===== config.mk =====
export PLATFORM = sky130hd
export DESIGN_NAME = uart_reg_bridge
export DESIGN_NICKNAME = d
export VERILOG_FILES = /design/src/rtl/uart_bridge_pkg.sv /design/src/rtl/uart_reg_bridge.sv
export SDC_FILE = /design/constraint.sdc
export NUM_CORES = 1
export LEC_CHECK = 0
export CORE_ASPECT_RATIO = 1.1
export CORE_MARGIN = 8
export CORE_UTILIZATION = 45
export CTS_CLUSTER_DIAMETER = 100
export DETAILED_ROUTE_END_ITERATION = 6
export PLACE_DENSITY = 0.76
export SETUP_SLACK_MARGIN = 0.05
export SLEW_MARGIN = 20
export SYNTH_ARGS = -nofsm -noshare
export SYNTH_HDL_FRONTEND = slang
export SYNTH_SLANG_ARGS = --single-unit

===== constraint.sdc =====
create_clock -name clk_i -period 3.25 [get_ports clk_i]
set_clock_uncertainty 0.15 [all_clocks]
set_input_delay 0.4875 -clock clk_i [delete_from_list [all_inputs] [get_ports clk_i]]
set_output_delay 0.4875 -clock clk_i [all_outputs]
set_load 0.005 [all_outputs]

===== src/rtl/uart_bridge_pkg.sv =====
// Shared types and constants for the UART command bridge.
package uart_bridge_pkg;

    typedef enum logic [1:0] {
        IDLE  = 2'd0,
        WDATA = 2'd1,
        BUS   = 2'd2,
        RESP  = 2'd3
    } bridge_st_e;

    localparam logic [7:0] BrgAck = 8'h06;
    localparam logic [7:0] BrgNak = 8'h15;

    // Command byte layout: bit 7 selects write, the low bits carry the word address.
    localparam int CmdWeBit   = 7;
    localparam int CmdAddrMsb = 6;

endpackage


===== src/rtl/uart_reg_bridge.sv =====
// Decodes read/write commands from a UART byte stream, runs one register bus
// transaction per command and returns ACK/NAK or read data LSB first.
module uart_reg_bridge
    import uart_bridge_pkg::*;
#(
    parameter int                  AW            = 7,
    parameter int                  DW            = 32,
    parameter int                  TimeoutW      = 16,
    parameter logic [TimeoutW-1:0] TimeoutCycles = 16'hFFFF
) (
    input  logic          clk_i,
    input  logic          rst_i,
    input  logic          rx_valid_i,
    input  logic [7:0]    rx_data_i,
    input  logic          rx_frame_err_i,
    output logic          tx_valid_o,
    output logic [7:0]    tx_data_o,
    input  logic          tx_ready_i,
    output logic          bus_req_o,
    output logic          bus_we_o,
    output logic [AW+1:0] bus_addr_o,
    output logic [DW-1:0] bus_wdata_o,
    input  logic          bus_ack_i,
    input  logic [DW-1:0] bus_rdata_i,
    input  logic          bus_err_i,
    output logic          busy_o,
    output logic          overrun_o,
    output logic          abort_o,
    output bridge_st_e    state_o
);

    localparam int            NumBytes = DW / 8;
    localparam int            IdxW     = (NumBytes > 1) ? $clog2(NumBytes) : 1;
    localparam logic [IdxW-1:0] LastIdx = IdxW'(NumBytes - 1);

    bridge_st_e          state;
    logic [IdxW-1:0]     byte_idx;
    logic [TimeoutW-1:0] tmo_cnt;
    logic [DW-1:0]       resp_sh;
    logic                resp_single;

    logic rx_ok;
    logic timeout_hit;
    logic frame_abort;

    // Handshakes: rx is a one-cycle valid pulse with no backpressure; tx moves a
    // byte when tx_valid_o & tx_ready_i; bus_req_o holds until the bus_ack_i cycle.
    assign rx_ok       = rx_valid_i & ~rx_frame_err_i;
    assign timeout_hit = (TimeoutCycles != '0) && (state == WDATA) && !rx_valid_i &&
                         (tmo_cnt == TimeoutCycles - 1'b1);
    assign frame_abort = rx_valid_i & rx_frame_err_i & ((state == IDLE) | (state == WDATA));

    assign abort_o   = timeout_hit | frame_abort;
    assign overrun_o = rx_valid_i & ((state == BUS) | (state == RESP));
    assign busy_o    = (state != IDLE);
    assign state_o   = state;

    always_ff @(posedge clk_i or posedge rst_i) begin
        if (rst_i) begin
            state       <= IDLE;
            byte_idx    <= '0;
            tmo_cnt     <= '0;
            resp_sh     <= '0;
            resp_single <= 1'b0;
            tx_valid_o  <= 1'b0;
            tx_data_o   <= '0;
            bus_req_o   <= 1'b0;
            bus_we_o    <= 1'b0;
            bus_addr_o  <= '0;
            bus_wdata_o <= '0;
        end else begin
            case (state)
                IDLE: begin
                    if (rx_ok) begin
                        bus_we_o   <= rx_data_i[CmdWeBit];
                        bus_addr_o <= {rx_data_i[CmdAddrMsb -: AW], 2'b00};
                        byte_idx   <= '0;
                        tmo_cnt    <= '0;
                        if (rx_data_i[CmdWeBit]) begin
                            state <= WDATA;
                        end else begin
                            state     <= BUS;
                            bus_req_o <= 1'b1;
                        end
                    end
                end

                WDATA: begin
                    if (rx_valid_i) begin
                        tmo_cnt <= '0;
                        if (rx_frame_err_i) begin
                            state <= IDLE;
                        end else begin
                            bus_wdata_o[8*byte_idx +: 8] <= rx_data_i;
                            if (byte_idx == LastIdx) begin
                                byte_idx  <= '0;
                                state     <= BUS;
                                bus_req_o <= 1'b1;
                            end else begin
                                byte_idx <= byte_idx + 1'b1;
                            end
                        end
                    end else if (timeout_hit) begin
                        tmo_cnt <= '0;
                        state   <= IDLE;
                    end else begin
                        tmo_cnt <= tmo_cnt + 1'b1;
                    end
                end

                BUS: begin
                    if (bus_ack_i) begin
                        bus_req_o   <= 1'b0;
                        state       <= RESP;
                        tx_valid_o  <= 1'b1;
                        byte_idx    <= '0;
                        resp_single <= bus_err_i | bus_we_o;
                        resp_sh     <= bus_rdata_i >> 8;
                        if (bus_err_i) begin
                            tx_data_o <= BrgNak;
                        end else if (bus_we_o) begin
                            tx_data_o <= BrgAck;
                        end else begin
                            tx_data_o <= bus_rdata_i[7:0];
                        end
                    end
                end

                RESP: begin
                    if (tx_ready_i) begin
                        if (resp_single || (byte_idx == LastIdx)) begin
                            state      <= IDLE;
                            tx_valid_o <= 1'b0;
                            byte_idx   <= '0;
                        end else begin
                            tx_data_o <= resp_sh[7:0];
                            resp_sh   <= resp_sh >> 8;
                            byte_idx  <= byte_idx + 1'b1;
                        end
                    end
                end

                default: state <= IDLE;
            endcase
        end
    end

endmodule

==> insert_results.sql, run 1 <==
INSERT INTO impl_metrics (metric_group, metric, value, unit) VALUES
('outcome', 'run_status', 'finished, final reports clean', ''),
('finish', 'final_cell_mix', 'nand2_1 (105), clkdlybuf4s50_1 (101), dfrtp_1 (95)', ''),
('synthesis', 'synth.cell_area', '4334', 'µm²'),
('sta', 'unrepaired_setup_endpoints_after_global_routing', 'false', ''),
('power', 'pwr-share-clk', '0.176', ''),
('power', 'intPower', '0.002539', 'W'),
('finish', 'most_frequent_standard_cell_in_the_layout_excluding_fill_and_tap_cells', 'nand2_1', ''),
('power', 'switchingPower', '0.001369', 'W'),
('finish', 'num-fill-cells', '825', ''),
('synthesis', 'synth_cell_types', '43', ''),
('die', 'placement_rows', '37', ''),
('die', 'floorplan.die.width', '109.6', 'µm'),
('sta', 'finalSetupViolCount', '0', ''),
('finish', 'layout.nets', '597', ''),
('worst_setup_path', 'setup.worst_path.start_class', 'flop', ''),
('sta', 'finalWorstSetupSlack', '443.9', 'ps'),
('finish', 'fin_util', '0.5997', ''),
('detailed_routing', 'post_drt_wl_per_cell', '16.09', 'µm'),
('worst_setup_path', 'critical_path_class', 'reg -> out', ''),
('sta', 'highest_achievable_clock_rate', '0.3564', 'GHz'),
('clocking', 'cts_max_path_buffers', '2', ''),
('placed_design', 'place.gp.congestion', '0.8450', ''),
('grt', 'grt_pass1_vias', '3567', ''),
('detailed_routing', 'drt-pass1-iter-count', '4', ''),
('synthesis', 'dominantRegCellSynth', 'dfrtp_1', ''),
('placed_design', 'dp_hpwl', '7930', 'µm'),
('sta', 'period_minus_slack', '2806', 'ps'),
('sta', 'slew_headroom', '0.3642', ''),
('clocking', 'cts_inserted_buffers', '9', ''),
('placed_design', 'place.port_buffers', '101', ''),
('synthesis', 'synth-async-reset-ratio', '1.000', ''),
('hold_path', 'worst_hold_path_type', 'in -> async', ''),
('clocking', 'ctsRootBufferMaster', 'clkbuf_8', ''),
('finish', 'insertedDiodeCount', '0', ''),
('detailed_routing', 'drt_first_iter_violations', '155', ''),
('synthesis', 'ranking_of_synthesized_cells_by_area', 'dfrtp_1 (55%), nand2_1 (9.1%), o21ai_0 (8.1%)', ''),
('sta', 'fin_crit_sh', '0.8634', ''),
('die', 'fp.dieH', '118.9', 'µm'),
('worst_setup_path', 'crit_path_end_kind', 'output pin', ''),
('synthesis', 'postSynthRegisterBits', '95', ''),
('clocking', 'cts_tree', 'done', ''),
('grt', 'grt_overflow', '0', ''),
('sta', 'final_hold_viol_count', '0', ''),
('synthesis', 'edff_count_synth', '0', ''),
('die', 'start_util', '0.4635', ''),
('die', 'fp.coreArea', '9351', 'µm²'),
('placed_design', 'place_worst_setup_slack', '540.1', 'ps'),
('job', 'max_cap_violations', '0', ''),
('worst_setup_path', 'critPathMaxFanout', '5', ''),
('clocking', 'clock_latency', '360', 'ps'),
('clocking', 'post_cts.repair.setup_buffers', '0', ''),
('clocking', 'number_of_levels_in_the_clock_h_tree', '3', ''),
('finish', 'layout-drive-gt1-share', '0.06227', ''),
('synthesis', 'post_synth_inst_count', '446', ''),
('die', 'die_area', '13030', 'µm²'),
('clocking', 'worst_setup_hold_path_clk_slew', '80', 'ps'),
('synthesis', 'post_synth.cell_area_avg', '9.718', 'µm²'),
('placed_design', 'placedInstanceArea', '5444', 'µm²'),
('detailed_routing', 'drt_wl_total', '10670', 'µm'),
('grt', 'largest_net_degree_at_the_start_of_global_routing', '57', ''),
('power', 'total_power', '0.003908', 'W'),
('detailed_routing', 'routed-via-count', '3451', ''),
('sta', 'drv_slew', '0', ''),
('grt', 'track_usage', '0.1691', ''),
('detailed_routing', 'drcViolationCount', '0', ''),
('synthesis', 'number_of_warnings_reported_in_the_yosys_synthesis_log', '0', ''),
('power', 'power.density_cell_area', '696.8', 'nW/µm²'),
('power', 'leakagePower', '2.480', 'nW'),
('die', 'ioPinCount', '104', ''),
('synthesis', 'synth_area_leader_cell', 'dfrtp_1', ''),
('worst_setup_path', 'worst_ep_required_time', '2610', 'ps');
## cells in the mapped netlist (all sizes together), types with 2 or more instances
cell and n:
a2111oi 2, a211o 2, a21oi 13, a22o 8
a22oi 5, and2 2, and3 5, buf 11
clkbuf 11, dfrtp 95, ha 8, inv 12
mux2 7, mux2i 18, nand2 106, nand2b 3
nand3 5, nand4 5, nor2 24, nor3 7
nor3b 6, o21ai 70, xnor2 3, xor2 8
## final cells by class
type	count	area (µm²)	share of cell area
sequential	95	2377	0.4239
multi-input combinational	318	1813	0.3233
timing repair buffer	106	1061	0.1892
tap	117	146.4	0.02610
clock buffer	11	141.4	0.02521
inverter	12	46.29	0.008255
clock inverter	4	22.52	0.004016
## registers in the layout, indices dropped and copies added, names as in the netlist
register and cells:
bus_req_o 1, bus_we_o 1, bus_wdata_o 32, resp_sh 24, tmo_cnt 16, tx_data_o 8, resp_single 1, bus_addr_o 7
tx_valid_o 1, state_o 2, byte_idx 2
## critical path: stages (launching register included)
cell	delay [ps]
dfrtp_1	430
inv_1	80
ha_1	150
nand4_1	80
nor4_1	380
nand2_1	80
o21ai_0	80
clkdlybuf4s50_1	530
## layer usage
metal  wire (µm)  vias up  global-route usage
li1            -     1700                   -
met1        4712     1683              0.2127
met2        5393       60              0.2785
met3         451        8             0.04099
met4         110        0             0.05156
met5           0        -                   0
## power by group through the flow
stage	Sequential [W]	Clock [W]	Combinational [W]
final	0.00177	0.000686	0.00145
after global placement	0.00177	0	0.00142
after floorplan	0.00172	0	0.000854
after detailed placement	0.00178	0	0.00147
after CTS	0.00176	0.000704	0.00148
after global routing	0.00181	0.000754	0.00163
## final timing paths
| check | start | end | slack, ps |
|---|---|---|---|
| max | tmo_cnt[0]$_DFFE_PP0P_ | abort_o | 440 |
| min in group clk_i | tx_data_o[3]$_DFFE_PP0P_ | tx_data_o[3]$_DFFE_PP0P_ | 330 |
| max in group asynchronous | rst_i | bus_wdata_o[28]$_DFFE_PP0P_ | 1970 |
| min reg2reg | tx_data_o[3]$_DFFE_PP0P_ | tx_data_o[3]$_DFFE_PP0P_ | 330 |
| min | rst_i | tx_data_o[4]$_DFFE_PP0P_ | 290 |
| max reg2reg | byte_idx[0]$_DFFE_PP0P_ | bus_wdata_o[4]$_DFFE_PP0P_ | 810 |
## per-stage QoR
step / std cells / hold slack, ps
after floorplan: 447 / 299.2
final: 663 / 288.6
after CTS: 663 / 285.8
after global routing: 663 / 316.9
after detailed placement: 648 / 319.3
after global placement: 648 / 310.2
## cells by family after synthesis
group	after synthesis	synth area share
XOR/XNOR	11	0.02223
AND/OR/NAND/NOR	167	0.1669
buffers and inverters	34	0.03666
flip-flops	95	0.5485
multiplexers	25	0.05976
other	1	0.0008652
AO/OA/AOI/OAI	105	0.1420
adder cells (fa/ha/maj)	8	0.02310
Note: power is estimated with default switching activity, not from simulation.
==> run 2, diff against run 1 <==
--- a/config.mk
+++ b/config.mk
@@ -5,13 +5,16 @@
 export SDC_FILE = /design/constraint.sdc
 export NUM_CORES = 1
 export LEC_CHECK = 0
+export CELL_PAD_IN_SITES_DETAIL_PLACEMENT = 0
+export CELL_PAD_IN_SITES_GLOBAL_PLACEMENT = 2
 export CORE_ASPECT_RATIO = 1.1
 export CORE_MARGIN = 8
-export CORE_UTILIZATION = 45
+export CORE_UTILIZATION = 27
 export CTS_CLUSTER_DIAMETER = 100
 export DETAILED_ROUTE_END_ITERATION = 6
-export PLACE_DENSITY = 0.76
+export PLACE_DENSITY = 0.77
 export SETUP_SLACK_MARGIN = 0.05
+export SKIP_LAST_GASP = 1
 export SLEW_MARGIN = 20
 export SYNTH_ARGS = -nofsm -noshare
 export SYNTH_HDL_FRONTEND = slang
==> run 2 against run 1 <==
Flip-flop and latch count unchanged; maximum frequency down 2.3%; cell area up 5.2%; clock-buffer cell count down 1; first-iteration DRC count down 7.1%; non-clock buffer count up 4; critical endpoint unchanged; largest cell class unchanged.
==> insert_results.sql, run 2 (synthesized netlist as in run 1, its figures left out) <==
INSERT INTO impl_metrics (metric_group, metric, value, unit) VALUES
('clocking', 'post_cts.repair.setup_buffers', '0', ''),
('detailed_routing', 'drcViolationCount', '0', ''),
('hold_path', 'worst_hold_path_type', 'reg -> reg', ''),
('die', 'fp.coreArea', '15740', 'µm²'),
('die', 'ioPinCount', '104', ''),
('die', 'fp.dieH', '148.9', 'µm'),
('power', 'leakagePower', '2.567', 'nW'),
('worst_setup_path', 'worst_ep_required_time', '2610', 'ps'),
('job', 'max_cap_violations', '0', ''),
('sta', 'drv_slew', '0', ''),
('detailed_routing', 'routed-via-count', '3405', ''),
('detailed_routing', 'post_drt_via_cell_ratio', '4.534', ''),
('grt', 'track_usage', '0.1212', ''),
('sta', 'worst_slew_pin_slew', '878.0', 'ps'),
('grt', 'number_of_antenna_violations_at_the_first_check_in_global_routing', '0', ''),
('finish', 'insertedDiodeCount', '0', ''),
('finish', 'largestRegisters', 'bus_wdata_o x32, resp_sh x24, tmo_cnt x16', ''),
('placed_design', 'place.gp.congestion', '0.7694', ''),
('placed_design', 'place.port_buffers', '101', ''),
('worst_setup_path', 'timing.critical_path.arrival', '2230', 'ps'),
('clocking', 'cts_max_path_buffers', '2', ''),
('clocking', 'ctsRootBufferMaster', 'clkbuf_16', ''),
('detailed_routing', 'antenna_violating_nets_post_route', '0', ''),
('grt', 'grt_overflow', '0', ''),
('sta', 'highest_achievable_clock_rate', '0.3482', 'GHz'),
('clocking', 'worst_setup_hold_path_clk_slew', '70', 'ps'),
('clocking', 'cts_inserted_buffers', '9', ''),
('finish', 'layout.nets', '601', ''),
('finish', 'finish.cell_count_without_fillers', '751', ''),
('finish', 'register_containing_the_most_flip_flops_in_the_final_layout', 'bus_wdata_o', ''),
('die', 'placement_rows', '48', ''),
('die', 'start_util', '0.2754', ''),
('clocking', 'cts_sinks', '95', ''),
('grt', 'largest_net_degree_at_the_start_of_global_routing', '57', ''),
('finish', 'layout-drive-gt1-share', '0.07260', ''),
('placed_design', 'dp_hpwl', '8513', 'µm'),
('detailed_routing', 'post_drt_wl_per_cell', '15.80', 'µm'),
('finish', 'area.growth.synth_to_final', '36.09', '%'),
('clocking', 'clock_latency', '340', 'ps'),
('die', 'die_area', '20370', 'µm²'),
('finish', 'fin_util', '0.3748', ''),
('clocking', 'ctsHoldBuffers', '0', ''),
('power', 'power.density_cell_area', '748.3', 'nW/µm²'),
('clocking', 'number_of_levels_in_the_clock_h_tree', '3', ''),
('clocking', 'cts_repair_resize_count', '0', ''),
('finish', 'most_frequent_standard_cell_in_the_layout_excluding_fill_and_tap_cells', 'nand2_1', ''),
('clocking', 'cts_tree', 'done', ''),
('detailed_routing', 'drt-pass1-iter-count', '4', ''),
('grt', 'grt_pass1_vias', '3569', ''),
('worst_setup_path', 'critPathMaxFanout', '5', ''),
('sta', 'fin_crit_sh', '0.8838', ''),
('sta', 'finalSetupViolCount', '0', ''),
('detailed_routing', 'drt_first_iter_violations', '144', ''),
('die', 'floorplan.die.width', '136.8', 'µm'),
('detailed_routing', 'drt_wl_total', '11860', 'µm'),
('grt', 'grt_pass1_wl', '19320', 'µm'),
('finish', 'largest_register_ff_count', '32', ''),
('worst_setup_path', 'crit_path_end_kind', 'output pin', ''),
('sta', 'final_hold_viol_count', '0', ''),
('sta', 'slew_headroom', '0.4133', ''),
('sta', 'unrepaired_setup_endpoints_after_global_routing', 'false', ''),
('sta', 'period_minus_slack', '2872', 'ps'),
('placed_design', 'dp_cells', '735', ''),
('worst_setup_path', 'critical_path_class', 'reg -> out', ''),
('finish', 'final_cell_mix', 'nand2_1 (105), clkdlybuf4s50_1 (101), dfrtp_1 (95)', ''),
('outcome', 'run_status', 'finished, final reports clean', ''),
('power', 'max-vdd-ir-drop', '0.3327', 'mV'),
('sta', 'final.setup.tns', '0', 'ps'),
('worst_setup_path', 'setup.worst_path.start_class', 'flop', '');
[run 2: area by class of cell]
class | count | area, µm²
fillers | 1588 | 9837
flip-flops and latches | 95 | 2377
multi-input cells | 318 | 1813
repair buffers | 110 | 1079
well taps | 200 | 250.2
clock buffers | 10 | 239.0
clock inverters | 6 | 92.59
inverters | 12 | 47.55
[run 2: report_power, final]
part	internal [W]	switching, W	total [W]
combinational	0.000756	0.000725	0.00148
sequential	0.00151	0.000250	0.00176
clock	0.000699	0.000471	0.00117
total	0.00297	0.00144	0.00441
[run 2: metrics by stage]
step / power [W] / hold WS (ps) / setup slack [ps] / area, µm²
floorplan: 0.002575 / 299.2 / 135.5 / 4338
global placement: 0.003269 / 310.7 / 601.9 / 5567
detailed placement: 0.003292 / 320.3 / 531.7 / 5567
CTS: 0.004488 / 336.7 / 332.1 / 5898
global route: 0.004745 / 355.9 / 189.9 / 5898
finish: 0.004414 / 331.4 / 377.7 / 5898
[run 2: final timing paths]
path	startpoint	to	slack, ps	cells after the start
worst max-delay path	tmo_cnt[0]$_DFFE_PP0P_	abort_o	380	7
worst min-delay path	resp_sh[12]$_DFFE_PP0P_	resp_sh[12]$_DFFE_PP0P_	330	2
worst max register to register	tmo_cnt[0]$_DFFE_PP0P_	tmo_cnt[7]$_DFFE_PP0P_	850	7
worst min register to register	resp_sh[12]$_DFFE_PP0P_	resp_sh[12]$_DFFE_PP0P_	330	2
max in group asynchronous	rst_i	resp_sh[20]$_DFFE_PP0P_	1990	3
min in group asynchronous	rst_i	bus_wdata_o[28]$_DFFE_PP0P_	510	3
[run 2: critical path, stage by stage (launching register included)]
cell             delay (ps)
dfrtp_1                 430
inv_1                    70
ha_1                    140
nand4_1                  80
nor4_1                  470
nand2_1                  90
o21ai_0                  80
clkdlybuf4s50_1         530
[run 2: per-layer routing]
metal | up-vias | wire, µm | GRT usage
met1 | 1605 | 5361 | 0.1558
met3 | 13 | 680 | 0.03167
met4 | 0 | 153 | 0.04731
li1 | 1721 | - | -
met2 | 66 | 5668 | 0.1902
met5 | - | 0 | 0
